## config.mk

```make
export PLATFORM = sky130hd
export DESIGN_NAME = alu_issue_stage
export DESIGN_NICKNAME = d
export VERILOG_FILES = /design/src/rtl/alu_pkg.sv /design/src/rtl/alu_fwd_mux.sv /design/src/rtl/alu_issue_stage.sv
export SDC_FILE = /design/constraint.sdc
export NUM_CORES = 1
export LEC_CHECK = 0
export CAP_MARGIN = 20
export CORE_ASPECT_RATIO = 1.2
export CORE_MARGIN = 3
export CORE_UTILIZATION = 50
export CTS_CLUSTER_DIAMETER = 60
export CTS_CLUSTER_SIZE = 25
export DETAILED_ROUTE_END_ITERATION = 12
export HOLD_SLACK_MARGIN = 0.03
export PLACE_DENSITY = 0.95
export SYNTH_ARGS = -nofsm -noshare
export SYNTH_HDL_FRONTEND = slang
export SYNTH_SLANG_ARGS = --single-unit
export TNS_END_PERCENT = 20
```

## constraint.sdc

```tcl
create_clock -name clk -period 3.1 [get_ports clk]
set_clock_uncertainty 0.15 [all_clocks]
set_input_delay 0.31 -clock clk [delete_from_list [all_inputs] [get_ports clk]]
set_output_delay 0.31 -clock clk [all_outputs]
set_load 0.005 [all_outputs]
```

## src/rtl/alu_pkg.sv

```systemverilog
// Shared ALU definitions: opcode encoding, default widths and issue-stage state encoding.
// ALU_ISSUE_BYPASS_EN (optional) enables write-back forwarding in alu_issue_stage.
package alu_pkg;

    localparam int unsigned XLEN_DEFAULT = 32;
    localparam int unsigned RIDX_DEFAULT = 5;

    localparam logic [3:0] ALU_ADD  = 4'h0;
    localparam logic [3:0] ALU_SUB  = 4'h1;
    localparam logic [3:0] ALU_AND  = 4'h2;
    localparam logic [3:0] ALU_OR   = 4'h3;
    localparam logic [3:0] ALU_XOR  = 4'h4;
    localparam logic [3:0] ALU_SLL  = 4'h5;
    localparam logic [3:0] ALU_SRL  = 4'h6;
    localparam logic [3:0] ALU_SRA  = 4'h7;
    localparam logic [3:0] ALU_SLT  = 4'h8;
    localparam logic [3:0] ALU_SLTU = 4'h9;

    typedef enum logic [1:0] {
        StEmpty,
        StOne,
        StFull
    } issue_state_e;

endpackage

```

## src/rtl/alu_fwd_mux.sv

```systemverilog
// Single-operand write-back forwarding select: replaces the operand with the retiring
// result when indices match. Register index 0 is never forwarded.
module alu_fwd_mux
    import alu_pkg::*;
#(
    parameter int unsigned XLEN = XLEN_DEFAULT,
    parameter int unsigned RIDX = RIDX_DEFAULT
) (
    input  logic [RIDX-1:0] idx_i,
    input  logic [XLEN-1:0] data_i,
    input  logic            wb_valid_i,
    input  logic [RIDX-1:0] wb_idx_i,
    input  logic [XLEN-1:0] wb_data_i,
    output logic [XLEN-1:0] data_o
);

    logic hit;

    always_comb begin
        hit    = wb_valid_i && (wb_idx_i == idx_i) && (wb_idx_i != '0);
        data_o = hit ? wb_data_i : data_i;
    end

endmodule

```

## src/rtl/alu_issue_stage.sv

```systemverilog
// ALU issue stage: 2-entry skid buffer (main drives outputs, skid holds overflow).
// Define ALU_ISSUE_BYPASS_EN to forward write-back results into captured and held operands.
module alu_issue_stage
    import alu_pkg::*;
#(
    parameter int unsigned XLEN = XLEN_DEFAULT,
    parameter int unsigned RIDX = RIDX_DEFAULT
) (
    input  logic            clk,
    input  logic            rst,
    input  logic            in_valid,
    output logic            in_ready,
    input  logic [3:0]      in_op,
    input  logic [RIDX-1:0] in_rs1_idx,
    input  logic [RIDX-1:0] in_rs2_idx,
    input  logic [XLEN-1:0] in_rs1,
    input  logic [XLEN-1:0] in_rs2,
    input  logic [RIDX-1:0] in_rd_idx,
    output logic            out_valid,
    input  logic            out_ready,
    output logic [3:0]      out_op,
    output logic [XLEN-1:0] out_rs1,
    output logic [XLEN-1:0] out_rs2,
    output logic [RIDX-1:0] out_rd_idx,
    input  logic            wb_valid,
    input  logic [RIDX-1:0] wb_idx,
    input  logic [XLEN-1:0] wb_data
);

    issue_state_e    state_q;
    logic            in_ready_q;

    logic [3:0]      main_op_q, skid_op_q;
    logic [XLEN-1:0] main_rs1_q, main_rs2_q, skid_rs1_q, skid_rs2_q;
    logic [RIDX-1:0] main_rd_q, skid_rd_q;

    // Operand values after any forwarding has been applied this cycle.
    logic [XLEN-1:0] cap_rs1, cap_rs2;
    logic [XLEN-1:0] main_rs1_cur, main_rs2_cur, skid_rs1_cur, skid_rs2_cur;

    logic in_fire, out_fire;
    logic load_main_in, load_main_skid, load_skid_in;

    assign in_ready   = in_ready_q;
    assign out_valid  = (state_q != StEmpty);
    assign out_op     = main_op_q;
    assign out_rs1    = main_rs1_q;
    assign out_rs2    = main_rs2_q;
    assign out_rd_idx = main_rd_q;

    always_comb begin
        in_fire        = in_valid && in_ready_q;
        out_fire       = out_valid && out_ready;
        load_main_in   = in_fire && ((state_q == StEmpty) || ((state_q == StOne) && out_fire));
        load_skid_in   = in_fire && (state_q == StOne) && !out_fire;
        load_main_skid = (state_q == StFull) && out_fire;
    end

`ifdef ALU_ISSUE_BYPASS_EN
    logic [RIDX-1:0] main_rs1_idx_q, main_rs2_idx_q, skid_rs1_idx_q, skid_rs2_idx_q;

    alu_fwd_mux #(.XLEN(XLEN), .RIDX(RIDX)) u_fwd_cap_rs1 (
        .idx_i      (in_rs1_idx),
        .data_i     (in_rs1),
        .wb_valid_i (wb_valid),
        .wb_idx_i   (wb_idx),
        .wb_data_i  (wb_data),
        .data_o     (cap_rs1)
    );

    alu_fwd_mux #(.XLEN(XLEN), .RIDX(RIDX)) u_fwd_cap_rs2 (
        .idx_i      (in_rs2_idx),
        .data_i     (in_rs2),
        .wb_valid_i (wb_valid),
        .wb_idx_i   (wb_idx),
        .wb_data_i  (wb_data),
        .data_o     (cap_rs2)
    );

    alu_fwd_mux #(.XLEN(XLEN), .RIDX(RIDX)) u_fwd_main_rs1 (
        .idx_i      (main_rs1_idx_q),
        .data_i     (main_rs1_q),
        .wb_valid_i (wb_valid),
        .wb_idx_i   (wb_idx),
        .wb_data_i  (wb_data),
        .data_o     (main_rs1_cur)
    );

    alu_fwd_mux #(.XLEN(XLEN), .RIDX(RIDX)) u_fwd_main_rs2 (
        .idx_i      (main_rs2_idx_q),
        .data_i     (main_rs2_q),
        .wb_valid_i (wb_valid),
        .wb_idx_i   (wb_idx),
        .wb_data_i  (wb_data),
        .data_o     (main_rs2_cur)
    );

    alu_fwd_mux #(.XLEN(XLEN), .RIDX(RIDX)) u_fwd_skid_rs1 (
        .idx_i      (skid_rs1_idx_q),
        .data_i     (skid_rs1_q),
        .wb_valid_i (wb_valid),
        .wb_idx_i   (wb_idx),
        .wb_data_i  (wb_data),
        .data_o     (skid_rs1_cur)
    );

    alu_fwd_mux #(.XLEN(XLEN), .RIDX(RIDX)) u_fwd_skid_rs2 (
        .idx_i      (skid_rs2_idx_q),
        .data_i     (skid_rs2_q),
        .wb_valid_i (wb_valid),
        .wb_idx_i   (wb_idx),
        .wb_data_i  (wb_data),
        .data_o     (skid_rs2_cur)
    );

    // Source indices travel with each entry so held operands can keep refreshing.
    always_ff @(posedge clk) begin
        if (rst) begin
            main_rs1_idx_q <= '0;
            main_rs2_idx_q <= '0;
            skid_rs1_idx_q <= '0;
            skid_rs2_idx_q <= '0;
        end else begin
            if (load_main_in) begin
                main_rs1_idx_q <= in_rs1_idx;
                main_rs2_idx_q <= in_rs2_idx;
            end else if (load_main_skid) begin
                main_rs1_idx_q <= skid_rs1_idx_q;
                main_rs2_idx_q <= skid_rs2_idx_q;
            end
            if (load_skid_in) begin
                skid_rs1_idx_q <= in_rs1_idx;
                skid_rs2_idx_q <= in_rs2_idx;
            end
        end
    end
`else
    assign cap_rs1      = in_rs1;
    assign cap_rs2      = in_rs2;
    assign main_rs1_cur = main_rs1_q;
    assign main_rs2_cur = main_rs2_q;
    assign skid_rs1_cur = skid_rs1_q;
    assign skid_rs2_cur = skid_rs2_q;

    logic unused_fwd;
    assign unused_fwd = ^{wb_valid, wb_idx, wb_data, in_rs1_idx, in_rs2_idx};
`endif

    // Occupancy FSM; in_ready is registered from the state being entered.
    always_ff @(posedge clk) begin
        if (rst) begin
            state_q    <= StEmpty;
            in_ready_q <= 1'b1;
        end else begin
            unique case (state_q)
                StEmpty: begin
                    if (in_fire) begin
                        state_q <= StOne;
                    end
                end
                StOne: begin
                    if (in_fire && !out_fire) begin
                        state_q    <= StFull;
                        in_ready_q <= 1'b0;
                    end else if (!in_fire && out_fire) begin
                        state_q <= StEmpty;
                    end
                end
                StFull: begin
                    if (out_fire) begin
                        state_q    <= StOne;
                        in_ready_q <= 1'b1;
                    end
                end
                default: begin
                    state_q    <= StEmpty;
                    in_ready_q <= 1'b1;
                end
            endcase
        end
    end

    always_ff @(posedge clk) begin
        if (rst) begin
            main_op_q  <= '0;
            main_rs1_q <= '0;
            main_rs2_q <= '0;
            main_rd_q  <= '0;
            skid_op_q  <= '0;
            skid_rs1_q <= '0;
            skid_rs2_q <= '0;
            skid_rd_q  <= '0;
        end else begin
            if (load_main_in) begin
                main_op_q  <= in_op;
                main_rs1_q <= cap_rs1;
                main_rs2_q <= cap_rs2;
                main_rd_q  <= in_rd_idx;
            end else if (load_main_skid) begin
                main_op_q  <= skid_op_q;
                main_rs1_q <= skid_rs1_cur;
                main_rs2_q <= skid_rs2_cur;
                main_rd_q  <= skid_rd_q;
            end else begin
                main_rs1_q <= main_rs1_cur;
                main_rs2_q <= main_rs2_cur;
            end
            if (load_skid_in) begin
                skid_op_q  <= in_op;
                skid_rs1_q <= cap_rs1;
                skid_rs2_q <= cap_rs2;
                skid_rd_q  <= in_rd_idx;
            end else begin
                skid_rs1_q <= skid_rs1_cur;
                skid_rs2_q <= skid_rs2_cur;
            end
        end
    end

endmodule
```

==> flow_summary.ini <==
[final_layout]
nFillCells = 896
nets = 988
drive_gt1_share_pct = 5.82
syn2layout_area_growth_pct = 34.1
diodes = 0

[placement]
hpwl_mm = 9.95
io_buffers = 151
gp_congestion = 0.773

[timing]
period_share_pct = 63.7
final_hold_viol_count = 0
timing.fmax_ghz = 0.507
drv_slew = 0
worstMarginPinSlew_ns = 0.909
rsz0062_at_grt = no
slew_headroom_pct = 39.4
fin_crit_ns = 1.97
setup_tns_ns = 0
finalSetupViolations = 0

[grt]
grt-ovfl-total = 0
grt_pass1_vias = 5879
use_met1_pct = 31.8
busiest_layer = met2
antenna_found_initial = 0
grt_pass1_wl_mm = 28.1
met2_usage_pct = 41.1
grtUsageTotal_pct = 24.8
groute.layer.met3.usage_pct = 4.65
grt_max_degree = 75

[cts]
cts_resized = 0
numCtsBuffers = 17
hold_buffers = 0
htreeDepth = 4
cts-root-buf = clkbuf_16
clockBufferDepth = 2
postCtsSetupBuffers = 0
cts_tree = yes
clock_latency_ns = 0.41
clock-sinks = 149
cts.clk_slew.worst_paths_ns = 0.06

[route]
drt_first_pass_iters = 6
viasPerCell = 5.99
drt-wirelength-per-cell_um = 16.6
totalWireLength_mm = 17.2
drcViolationCount = 0
ant_nets = 0
dr_total_vias = 6184
drtIter0Drc = 536

[hold_path]
min_from = rst
worst_hold_path.num_cells = 2
hold_end = skid_rs1_cur[13]
hold_class = input pin to flip-flop

[job]
drv_cap = 0

[critical_path]
worstPathRequired_ns = 3.28
r2r_slack_ns = 1.16
max_stage_delay_ns = 0.61
crit_buf_inv = 2
path_class = input pin to flip-flop
slowest_stage = buf_4
critPathCaptureType = flip-flop
cp_max_fo = 74
critical-path-top-delay-family = buffers and inverters
r2r-end = skid_rs2_cur[14]
r2r_start = in_ready
startpoint_type = input pin
crit_arrival_ns = 2.16
path_cells = clkdlybuf4s50_1 -> and3b_2 -> buf_4 -> nand3_1 -> a21oi_1
r2r_cells = 4

[yosys]
avgSynthCellArea_sq_um = 8.02
ys_async_sr_fraction_pct = 0
synthCells = 768
synth_area_leaders = dfxtp_1 48%, a311oi_1 10%, nand2_1 9.0%, a21oi_1 6.0%, nand3_1 5.9%
synth_seq_cells = 149
synth-warning-count = 0
yosysTopAreaCell = dfxtp_1
ys_seq_area_share_pct = 48.4
synth_edf_count = 0
netlist_area_sq_mm = 0.00616
synth.distinct_cells = 25
synth_top_cell_area_share_pct = 48.4
synthFlopType = dfxtp_1
synth_top_cells_by_count = 149 x dfxtp_1, 148 x nand2_1, 74 x a21oi_1
yosysMostFrequentCell = dfxtp_1
syn_nets = 893

[power]
p_total_mw = 4.92
p_sw_mw = 1.21
swShare_pct = 24.6
powerDensity_mw_per_mm2 = 595
power.internal_mw = 3.71
peakVddDrop_v = 0.000347
power_frac_clock_pct = 42.6
p_comb_share_pct = 14.6
seqPwrFrac_pct = 42.7
p_leak_nw = 2.72

[floorplanning]
io_pins = 200
core_sq_mm = 0.0118
chipHeight_um = 128
die_x_um = 107
die_area_sq_mm = 0.0137
placementRows = 43
start_util_pct = 52.3

[run_status]
status = finished clean
[layer usage]
layer  vias to the layer above  routed length (um)
met5                         -                   0
met4                         0                 415
met3                        31                1050
met2                       258                8550
met1                      2934                7140
li1                       2961                   -
[layout make-up]
| type | count | area, sq um | share of cell area, % |
|---|---|---|---|
| Tap cell | 157 | 196 | 2.38 |
| Clock inverter | 12 | 153 | 1.85 |
| Inverter | 2 | 7.51 | 0.0909 |
| Clock buffer | 20 | 457 | 5.53 |
| Multi-Input combinational cell | 529 | 2780 | 33.7 |
| Timing Repair Buffer | 164 | 1680 | 20.4 |
| Sequential cell | 149 | 2980 | 36.1 |
[flip-flops by register name, indices dropped and copies added, names as in the netlist]
name and count:
skid_op_q 4, state_q 2, out_op 4, skid_rd_q 5, skid_rs1_cur 32, skid_rs2_cur 32
in_ready 1, out_rd_idx 5, out_rs2 32, out_rs1 32
[worst reg2reg max path: stages, from the launching register on]
cell	delay, ns
dfxtp_1	0.39
and3b_2	0.24
buf_4	0.61
nand3_1	0.31
a21oi_1	0.18
[placed cells by master, fill, tap and decap left out, types with 2 or more instances in the layout]
| cell | instances |
|---|---|
| buf_12 | 6 |
| clkbuf_8 | 2 |
| a21oi_1 | 74 |
| clkinv_2 | 3 |
| a311oi_1 | 73 |
| dfxtp_1 | 149 |
| nor2_1 | 2 |
| clkbuf_16 | 17 |
| inv_1 | 2 |
| nand2_1 | 148 |
| clkinvlp_4 | 4 |
| nand3_1 | 73 |
| nor3_1 | 73 |
| and3b_2 | 2 |
| bufinv_16 | 3 |
| buf_4 | 8 |
| o21ai_0 | 63 |
| clkdlybuf4s50_1 | 150 |
| nand3b_1 | 2 |
| o21ai_1 | 10 |
[power groups by stage]
stage / Combinational (mW) / Sequential, mW / Clock, mW
floorplan: 0.327 / 2.14 / 0
global placement: 0.703 / 2.14 / 0
detailed placement: 0.716 / 2.14 / 0
CTS: 0.719 / 2.10 / 2.13
global route: 0.783 / 2.11 / 2.21
finish: 0.720 / 2.10 / 2.10
[cell families after synthesis]
family / share of synthesized area [%]
compound gates: 22.8
buf+inv: 6.56
simple gates: 22.0
flops: 48.4
xor+xnor: 0.142
[worst max path at each step]
stage                from                to  slack, ns  depth (start not counted)
2_1_floorplan    in_ready   skid_rs1_cur[0]       1.71                          5
3_3_place_gp     in_valid  skid_rs2_cur[11]       0.84                          5
3_5_place_dp     in_valid  skid_rs1_cur[21]       0.78                          5
4_1_cts        state_q[1]         out_valid       1.11                          3
5_1_grt        state_q[1]         out_valid       1.03                          3
6_report         in_valid  skid_rs2_cur[14]       1.13                          5
[stage by stage]
stage | cells | instance area [sq um] | worst slack (ns) | hold slack, ns | util, %
after floorplan | 768 | 6160 | 1.71 | 0.304 | -
after global placement | 1001 | 7650 | 0.839 | 0.310 | 64.9
after detailed placement | 1001 | 7650 | 0.782 | 0.316 | 64.9
after CTS | 1033 | 8260 | 1.11 | 0.192 | 70.1
after global routing | 1033 | 8260 | 1.03 | 0.207 | 70.1
final | 1033 | 8260 | 1.13 | 0.199 | 70.1
Power figures use the tool's default switching activity.
